`src/rtl/mem_arbiter_pkg.sv`:
```
// Shared types and constants for the instruction/data memory arbiter.
package mem_arbiter_pkg;

  localparam int         DEFAULT_TIMEOUT = 255;
  localparam logic [3:0] BE_ALL          = 4'hF;

  typedef enum logic [1:0] {
    IDLE       = 2'd0,
    IF_BUSY    = 2'd1,
    DM_BUSY    = 2'd2,
    IF_DISCARD = 2'd3
  } arb_state_t;

  typedef enum logic {
    OWN_IF = 1'b0,
    OWN_DM = 1'b1
  } grant_owner_t;

endpackage

```
`src/rtl/mem_arbiter_wait_timer.sv`:
```
// Wait-state counter: counts cycles a command waits for mem_ready and flags
// the cycle in which the TIMEOUT-th wait is reached.
module wait_timer (
  input  logic       clk,
  input  logic       reset,
  input  logic       clear,
  input  logic       enable,
  input  logic [7:0] limit,
  output logic       expired
);

  logic [7:0] count_r;
  logic [7:0] last_wait_s;

  // expired fires during the wait cycle that brings the count up to limit
  assign last_wait_s = limit - 8'd1;
  assign expired     = enable & (count_r == last_wait_s);

  // Wait-cycle counter, cleared whenever the arbiter is idle
  always_ff @(posedge clk or posedge reset) begin
    if (reset) begin
      count_r <= 8'd0;
    end else if (clear) begin
      count_r <= 8'd0;
    end else if (enable && !expired) begin
      count_r <= count_r + 8'd1;
    end else begin
      count_r <= count_r;
    end
  end

endmodule

```
`src/rtl/mem_arbiter.sv`:
```
// Single-port memory arbiter between the fetch stage and the memory stage.
// One transaction outstanding at a time; fetch/data alternate under contention.
module mem_arbiter
  import mem_arbiter_pkg::*;
#(
  parameter int TIMEOUT = DEFAULT_TIMEOUT
) (
  input  logic        clk,
  input  logic        reset,
  // fetch port
  input  logic        if_req,
  input  logic [31:0] if_addr,
  input  logic        if_flush,
  output logic [31:0] if_rdata,
  output logic        if_valid,
  output logic        if_stall,
  // data port
  input  logic        dm_req,
  input  logic        dm_we,
  input  logic [31:0] dm_addr,
  input  logic [31:0] dm_wdata,
  input  logic [3:0]  dm_be,
  output logic [31:0] dm_rdata,
  output logic        dm_done,
  output logic        dm_stall,
  // memory port
  output logic        mem_req,
  output logic        mem_we,
  output logic [31:0] mem_addr,
  output logic [31:0] mem_wdata,
  output logic [3:0]  mem_be,
  input  logic        mem_ready,
  input  logic [31:0] mem_rdata,
  output logic        bus_err
);

  localparam logic [7:0] TIMEOUT_LIMIT = 8'(TIMEOUT);

  arb_state_t   state_r, state_nxt_s;
  grant_owner_t last_grant_r;

  logic if_elig_s, dm_elig_s;
  logic grant_if_s, grant_dm_s;
  logic finish_if_s, finish_dm_s, timeout_s;
  logic expired_s;

  // A requester whose pulse is showing this cycle is the one just served,
  // so it is not eligible again until its pulse is gone.
  assign if_stall  = if_req & ~if_valid;
  assign dm_stall  = dm_req & ~dm_done;
  assign if_elig_s = if_stall & ~if_flush;
  assign dm_elig_s = dm_stall;

  wait_timer u_wait_timer (
    .clk     (clk),
    .reset   (reset),
    .clear   (state_r == IDLE),
    .enable  (mem_req & ~mem_ready),
    .limit   (TIMEOUT_LIMIT),
    .expired (expired_s)
  );

  // State register
  always_ff @(posedge clk or posedge reset) begin
    if (reset) begin
      state_r <= IDLE;
    end else begin
      state_r <= state_nxt_s;
    end
  end

  // Next-state, grant selection and completion decode
  always_comb begin
    state_nxt_s = state_r;
    grant_if_s  = 1'b0;
    grant_dm_s  = 1'b0;
    finish_if_s = 1'b0;
    finish_dm_s = 1'b0;
    timeout_s   = 1'b0;
    case (state_r)
      IDLE: begin
        if (if_elig_s && (last_grant_r == OWN_DM || !dm_elig_s)) begin
          grant_if_s  = 1'b1;
          state_nxt_s = IF_BUSY;
        end else if (dm_elig_s) begin
          grant_dm_s  = 1'b1;
          state_nxt_s = DM_BUSY;
        end else begin
          state_nxt_s = IDLE;
        end
      end
      IF_BUSY: begin
        if (mem_ready) begin
          finish_if_s = ~if_flush;
          state_nxt_s = IDLE;
        end else if (expired_s) begin
          finish_if_s = ~if_flush;
          timeout_s   = 1'b1;
          state_nxt_s = IDLE;
        end else if (if_flush) begin
          state_nxt_s = IF_DISCARD;
        end else begin
          state_nxt_s = IF_BUSY;
        end
      end
      DM_BUSY: begin
        if (mem_ready) begin
          finish_dm_s = 1'b1;
          state_nxt_s = IDLE;
        end else if (expired_s) begin
          finish_dm_s = 1'b1;
          timeout_s   = 1'b1;
          state_nxt_s = IDLE;
        end else begin
          state_nxt_s = DM_BUSY;
        end
      end
      IF_DISCARD: begin
        if (mem_ready) begin
          state_nxt_s = IDLE;
        end else if (expired_s) begin
          timeout_s   = 1'b1;
          state_nxt_s = IDLE;
        end else begin
          state_nxt_s = IF_DISCARD;
        end
      end
      default: begin
        state_nxt_s = IDLE;
      end
    endcase
  end

  // Memory command, return data, pulses and last-grant history
  always_ff @(posedge clk or posedge reset) begin
    if (reset) begin
      mem_req      <= 1'b0;
      mem_we       <= 1'b0;
      mem_addr     <= 32'd0;
      mem_wdata    <= 32'd0;
      mem_be       <= 4'd0;
      if_rdata     <= 32'd0;
      dm_rdata     <= 32'd0;
      if_valid     <= 1'b0;
      dm_done      <= 1'b0;
      bus_err      <= 1'b0;
      last_grant_r <= OWN_IF;
    end else begin
      mem_req  <= (state_nxt_s != IDLE);
      if_valid <= finish_if_s;
      dm_done  <= finish_dm_s;
      bus_err  <= timeout_s;

      if (grant_if_s) begin
        mem_we    <= 1'b0;
        mem_addr  <= if_addr;
        mem_wdata <= 32'd0;
        mem_be    <= BE_ALL;
      end else if (grant_dm_s) begin
        mem_we    <= dm_we;
        mem_addr  <= dm_addr;
        mem_wdata <= dm_wdata;
        mem_be    <= dm_we ? dm_be : BE_ALL;
      end else begin
        mem_we    <= mem_we;
        mem_addr  <= mem_addr;
        mem_wdata <= mem_wdata;
        mem_be    <= mem_be;
      end

      // aborted transactions return zero rather than whatever is on the bus
      if (finish_if_s) begin
        if_rdata <= timeout_s ? 32'd0 : mem_rdata;
      end else begin
        if_rdata <= if_rdata;
      end

      if (finish_dm_s) begin
        dm_rdata <= timeout_s ? 32'd0 : mem_rdata;
      end else begin
        dm_rdata <= dm_rdata;
      end

      if (grant_if_s) begin
        last_grant_r <= OWN_IF;
      end else if (grant_dm_s) begin
        last_grant_r <= OWN_DM;
      end else begin
        last_grant_r <= last_grant_r;
      end
    end
  end

endmodule

```
`config.mk`:
```
export PLATFORM = sky130hd
export DESIGN_NAME = mem_arbiter
export DESIGN_NICKNAME = d
export VERILOG_FILES = /design/src/rtl/mem_arbiter_pkg.sv /design/src/rtl/mem_arbiter_wait_timer.sv /design/src/rtl/mem_arbiter.sv
export SDC_FILE = /design/constraint.sdc
export NUM_CORES = 1
export LEC_CHECK = 0
export BUFFER_PORTS_ARGS = -buffer_cell sky130_fd_sc_hd__clkbuf_2
export CORE_UTILIZATION = 53
export DETAILED_ROUTE_END_ITERATION = 10
export PLACE_DENSITY = 0.95
export REMOVE_ABC_BUFFERS = 1
export SYNTH_ARGS = -nofsm -noshare
export SYNTH_HDL_FRONTEND = slang
export SYNTH_SLANG_ARGS = --single-unit
```
`constraint.sdc`:
```
create_clock -name clk -period 7.8 [get_ports clk]
set_input_delay 0.78 -clock clk [delete_from_list [all_inputs] [get_ports clk]]
set_output_delay 0.78 -clock clk [all_outputs]
set_load 0.03 [all_outputs]
```
== Yosys cells after proc, flatten, opt, wreduce, memory -nomap -nowiden ==
Index checks and enable logic that the tools add are counted.

* Input bits: 139
* Bits in registers: 148
* Output and inout bits: 139
* RAM bits: 0
* ROM bits: 0
* Bits in latches: 0
* Logic and storage cells: 74
* Memories: 0

* Magnitude comparators: 0
* Mux-type cells: 37
* Reduce and logical (&&, ||, !) cells: 10
* Bitwise logic cells: 9
* Multiply operators: 0
* Equality and inequality tests: 4
* $add $sub $neg: 1
* Shifts and indexed selects: 0
* Divide/modulo/power cells: 0

{| class="wikitable"
|+ Operators by type and width
! kind !! count
|-
| two-way mux 32 bit || 5
|-
| two-way mux 2 bit || 9
|-
| two-way mux 1 bit || 17
|-
| two-way mux 8 bit || 2
|-
| two-way mux 4 bit || 3
|-
| adder 8 x 1 -> 8 bit, second input constant || 1
|-
| == test 8 bit, second input constant || 1
|-
| case mux 2 bit (4 select lines) || 1
|-
| nonzero test 2 bit || 3
|-
| bitwise AND 1 bit || 5
|-
| == test 2 bit, second input constant || 2
|-
| NOT 1 bit || 4
|-
| OR reduction 3 bit || 1
|-
| == test 2 x 1 -> 1 bit, second input constant || 1
|-
| logical AND 1 bit || 2
|-
| zero test 1 bit || 2
|-
| zero test 2 bit || 1
|-
| logical OR 1 bit || 1
|}

== Depth between registers and ports, before layout ==
* Word-level depth: 9
* Gate-level depth with buffers: 8
* Depth with buffers taken out: 5

== By module ==
Synthesis repeated with hierarchy kept, for this count alone.

* Cells, all modules: 598
* Area total of the unflattened synthesis: 6615.1 um^2

{| class="wikitable"
|+ Modules (own cells, without submodules)
! module !! cells an instance !! instances !! seq. area each (um^2) !! area an instance (um^2)
|-
| mem_arbiter || 516 || 1 || 3503.4 || 5929.4
|-
| wait_timer || 82 || 1 || 200.2 || 685.7
|}

== Worst setup path after synthesis ==
Ideal clock, no wire load.

* Path type: input -> register
* Start point: input port dm_req
* End point: register mem_addr[0]
* Arrival time: 1.955 ns
* Path slack: 5.721 ns
* Required time: 7.675 ns
* Path buffers: 1
* Library setup time: 0.125 ns
* Cell stages on the path: 4
* Cell sequence: nor4b_4 -> buf_6 -> mux2_2 -> mux2_2

* Longest elaborated chain between the ends: 7
* Elaborated cells between the ends (all ways): 11
* Classes of those cells: mux (6); bitwise (1); reduce/logical (4)

{| class="wikitable"
|+ Ends and longest elaborated chain
! element !! RTL line !! source
|-
| start: declaration || mem_arbiter.sv:18 || <nowiki>input logic dm_req,</nowiki>
|-
| bitwise AND 1 bit * || mem_arbiter.sv:50 || <nowiki>assign dm_stall = dm_req & ~dm_done;</nowiki>
|-
| zero test 1 bit || mem_arbiter.sv:82 || <nowiki>if (if_elig_s && (last_grant_r == OWN_DM || !dm_elig_s)) begin</nowiki>
|-
| logical OR 1 bit || mem_arbiter.sv:82 ||
|-
| logical AND 1 bit || mem_arbiter.sv:82 ||
|-
| two-way mux 1 bit || mem_arbiter.sv:82 ||
|-
| two-way mux 1 bit || mem_arbiter.sv:80 || <nowiki>case (state_r)</nowiki>
|-
| two-way mux 32 bit / nonzero test 2 bit (equally long branches) || -- ||
|-
| end signal: assignment || mem_arbiter.sv:156 || <nowiki>mem_addr <= if_addr;</nowiki>
|-
| end signal: assignment || mem_arbiter.sv:161 || <nowiki>mem_addr <= dm_addr;</nowiki>
|-
| end signal: assignment || mem_arbiter.sv:166 || <nowiki>mem_addr <= mem_addr;</nowiki>
|-
| end: declaration || mem_arbiter.sv:29 || <nowiki>output logic [31:0] mem_addr,</nowiki>
|}

Mark *: on every way between the ends. The rest lies on a longest branch, timed or not.
A chain may end at the register's enable or synchronous reset.

== Worst setup path in the final report ==
* Start point: register state_r[1]
* End point: register mem_wdata[19]

* Longest elaborated chain between the ends: 3
* Elaborated cells between the ends (all ways): 5
* Classes of those cells: mux (3); reduce/logical (2)

{| class="wikitable"
|+ Ends and longest elaborated chain
! element !! RTL line !! source
|-
| start: declaration || mem_arbiter.sv:39 || <nowiki>arb_state_t state_r, state_nxt_s;</nowiki>
|-
| start signal: assignment || mem_arbiter.sv:68 || <nowiki>state_r <= state_nxt_s;</nowiki>
|-
| zero test 2 bit * || mem_arbiter.sv:80 ||
|-
| two-way mux 1 bit || mem_arbiter.sv:80 ||
|-
| two-way mux 32 bit / nonzero test 2 bit (equally long branches) || -- ||
|-
| end signal: assignment || mem_arbiter.sv:162 || <nowiki>mem_wdata <= dm_wdata;</nowiki>
|-
| end signal: assignment || mem_arbiter.sv:167 || <nowiki>mem_wdata <= mem_wdata;</nowiki>
|-
| end: declaration || mem_arbiter.sv:30 || <nowiki>output logic [31:0] mem_wdata,</nowiki>
|}

Marks and branches as above.

==> metrics.cfg <==
[status]
outcome = finished, final reports clean

[floorplan]
die-area_mm2 = 0.01380
core_area_mm2 = 0.01282
start_util_pct = 55.12
die_h_um = 117.5
io_pins = 278
rows = 41
die_w_um = 117.5

[synthesis]
synth_cell_types = 47
yosysWarnings = 0
postSynthCellCount = 580
yosysSeqAreaShare_pct = 52.39
avgSynthCellArea_um2 = 12.19
ys_seq_elements = 148
syn_area_mm2 = 0.007069

[global_routing]
grt_pass1_wl_um = 29860
antenna_found_initial = 0
grt_pass1_vias = 5755
grt_usage_pct = 27.42
grt_max_degree = 102
overflow = 0

[sta]
setup_viol = 0
hold_viol_final = 0
setup_tns_ps = 0
timing.fmax_ghz = 0.3851
post-route-period-util_pct = 33.29
rsz0062_at_grt = no
slew_violations = 0
fin_skew_ps = 10.68
period_needed_ps = 2597
worst_slew_pin_slew_ps = 1275
slew_headroom_pct = 14.96

[cts]
cts.clk_slew.worst_paths_ps = 60
cts_sinks = 148
cts_buffer_depth = 2
cts-hold-fix-buffers = 0
htreeDepth = 4
cts_root_buf = clkbuf_16
numCtsBuffers = 17
tritoncts = yes
cts_setup_buffers = 0
clock_latency_ps = 420
cts_resized = 0

[placed_design]
dp_hpwl_um = 12420
io_buffers = 277
gp_congestion = 0.8462

[power_and_ir_drop]
total_power_uw = 3834
worst_ir_drop_vdd_mv = 0.3186
swShare_pct = 41.62
p_switching_uw = 1596
clkPwrFrac_pct = 23.6
intPower_uw = 2239
power.leakage_uw = 0.004412
p_seq_share_pct = 33.1
p_comb_share_pct = 43.4
powerDensity_mw_per_mm2 = 420.3

[drt]
ant_nets = 0
vias = 5609
drcViolationCount = 0
avgRoutedWirePerCell_um = 17.96
wirelength_um = 18390
routed_via_density = 5.478
drt_iter0_drc = 377
drtPass1Iterations = 4

[final_layout]
fillCellCount = 941
fin_nets = 980
antennaDiodeCount = 0
final_cell_mix = clkbuf_2 (277), dfrtp_1 (148), nand2b_1 (66), mux2i_1 (66), o21ai_0 (66)
final_layout_size_suffix_gt1_share_pct = 45.77
area.growth.synth_to_final_pct = 29.04
final_common_cell = clkbuf_2
final_util_pct = 71.13

[setup_path]
r2r_setup_slack_ps = 5200
cp.required_ps = 8140
cp_slowest_cell = and2_1
max_stage_delay_ps = 1000
arrival_ps = 2940
crit_family = simple AND/OR/NAND/NOR gates
end_kind = flop
cp_max_fo = 35
path_class = reg2reg
path_buf_inv = 1
start_kind = flop
crit_chain = nor4b_4 > buf_4 > and2_1 > a22o_1

[flow_run]
drv_cap = 0

[hold_path]
min_path_type = in2async

[sequential cells by signal, summed over array words and instances, names as in the netlist]
| signal | count |
|---|---|
| if_valid | 1 |
| mem_req | 1 |
| if_rdata | 32 |
| mem_be | 4 |
| state_r | 2 |
| bus_err | 1 |
| mem_wdata | 32 |
| u_wait_timer.count_r | 8 |
| last_grant_r | 1 |
| dm_done | 1 |
| mem_addr | 32 |
| mem_we | 1 |
| dm_rdata | 32 |
[final timing paths]
| check | startpoint | endpoint | cells past startpoint |
|---|---|---|---|
| max in group asynchronous | reset | mem_addr[5] | 3 |
| min | reset | dm_rdata[10] | 2 |
| max reg2reg | state_r[1] | mem_wdata[19] | 4 |
| max | state_r[1] | mem_wdata[19] | 4 |
| min reg2reg | mem_be[2] | mem_be[2] | 1 |
| min in group clk | mem_be[2] | mem_be[2] | 1 |
[cells in the mapped netlist, drive strengths merged]
cell | n | area (µm²)
dfrtp | 148 | 3704
o21ai | 67 | 335.3
mux2i | 66 | 660.6
nand2b | 66 | 412.9
mux2 | 64 | 739.5
and2 | 33 | 206.5
a22o | 32 | 280.3
clkbuf | 23 | 93.84
buf | 20 | 180.2
nand2 | 6 | 22.52
inv | 5 | 18.77
nor3 | 4 | 20.02
o22a | 4 | 35.03
a211oi | 3 | 22.52
a21o | 3 | 22.52
nor2b | 3 | 18.77
o311ai | 3 | 33.79
a21oi | 2 | 10.01
and3 | 2 | 12.51
ha | 2 | 25.02
nand3 | 2 | 15.01
nand4b | 2 | 17.52
nor2 | 2 | 10.01
nor3b | 2 | 20.02
nor4b | 2 | 32.53
o21a | 2 | 15.01
o41ai | 2 | 17.52
a2111o | 1 | 11.26
a21bo | 1 | 10.01
a31oi | 1 | 6.260
a41oi | 1 | 8.760
and4 | 1 | 8.760
and4b | 1 | 10.01
nand3b | 1 | 7.510
nand4bb | 1 | 11.26
or2 | 1 | 6.260
or2b | 1 | 7.510
[logic make-up (layout without fill, tap and decap cells)]
| group | after synthesis | after routing | synth area share, % |
|---|---|---|---|
| adder cells (fa/ha/maj) | 2 | 2 | 0.3539 |
| buffers and inverters | 48 | 320 | 4.142 |
| AND/OR/NAND/NOR | 130 | 130 | 11.88 |
| AO/OA/AOI/OAI | 122 | 122 | 11.43 |
| multiplexers | 130 | 130 | 19.81 |
| flip-flops | 148 | 148 | 52.39 |
[stage by stage]
step | cells | hold slack, ps | setup WS [ps] | cell area, µm²
after global placement | 992 | 470.0 | 5017 | 8467
final | 1024 | 464.3 | 5203 | 9123
after detailed placement | 992 | 482.0 | 4945 | 8467
after global routing | 1024 | 507.1 | 5068 | 9123
after CTS | 1024 | 485.0 | 5226 | 9123
after floorplan | 537 | 488.3 | 3018 | 6795
[power by group through the flow]
stage | registers [µW] | logic [µW] | clock network [µW]
3_5_place_dp | 1270 | 1660 | 0
4_1_cts | 1260 | 1680 | 914
3_3_place_gp | 1250 | 1620 | 0
5_1_grt | 1300 | 1770 | 948
6_report | 1270 | 1660 | 903
2_1_floorplan | 1770 | 652 | 0
[cell type report]
class                      instances  area [µm²]  share of cell area, %
sequential                       148        3704                  40.60
multi-input combinational        384        3093                  33.90
timing repair buffer             283        1431                  15.69
clock buffer                      20       466.7                  5.116
tap                              172       215.2                  2.359
clock inverter                    12       188.9                  2.071
inverter                           5       23.77                 0.2606
[layer usage]
layer	up-vias	global-route usage, %	share of wire (%)
met5	-	0	0
met2	184	45.27	51
met4	0	14.02	4.4
met3	62	7.122	3.9
met1	2780	33.18	40
li1	2583	-	-
Power figures use the tool's default switching activity.
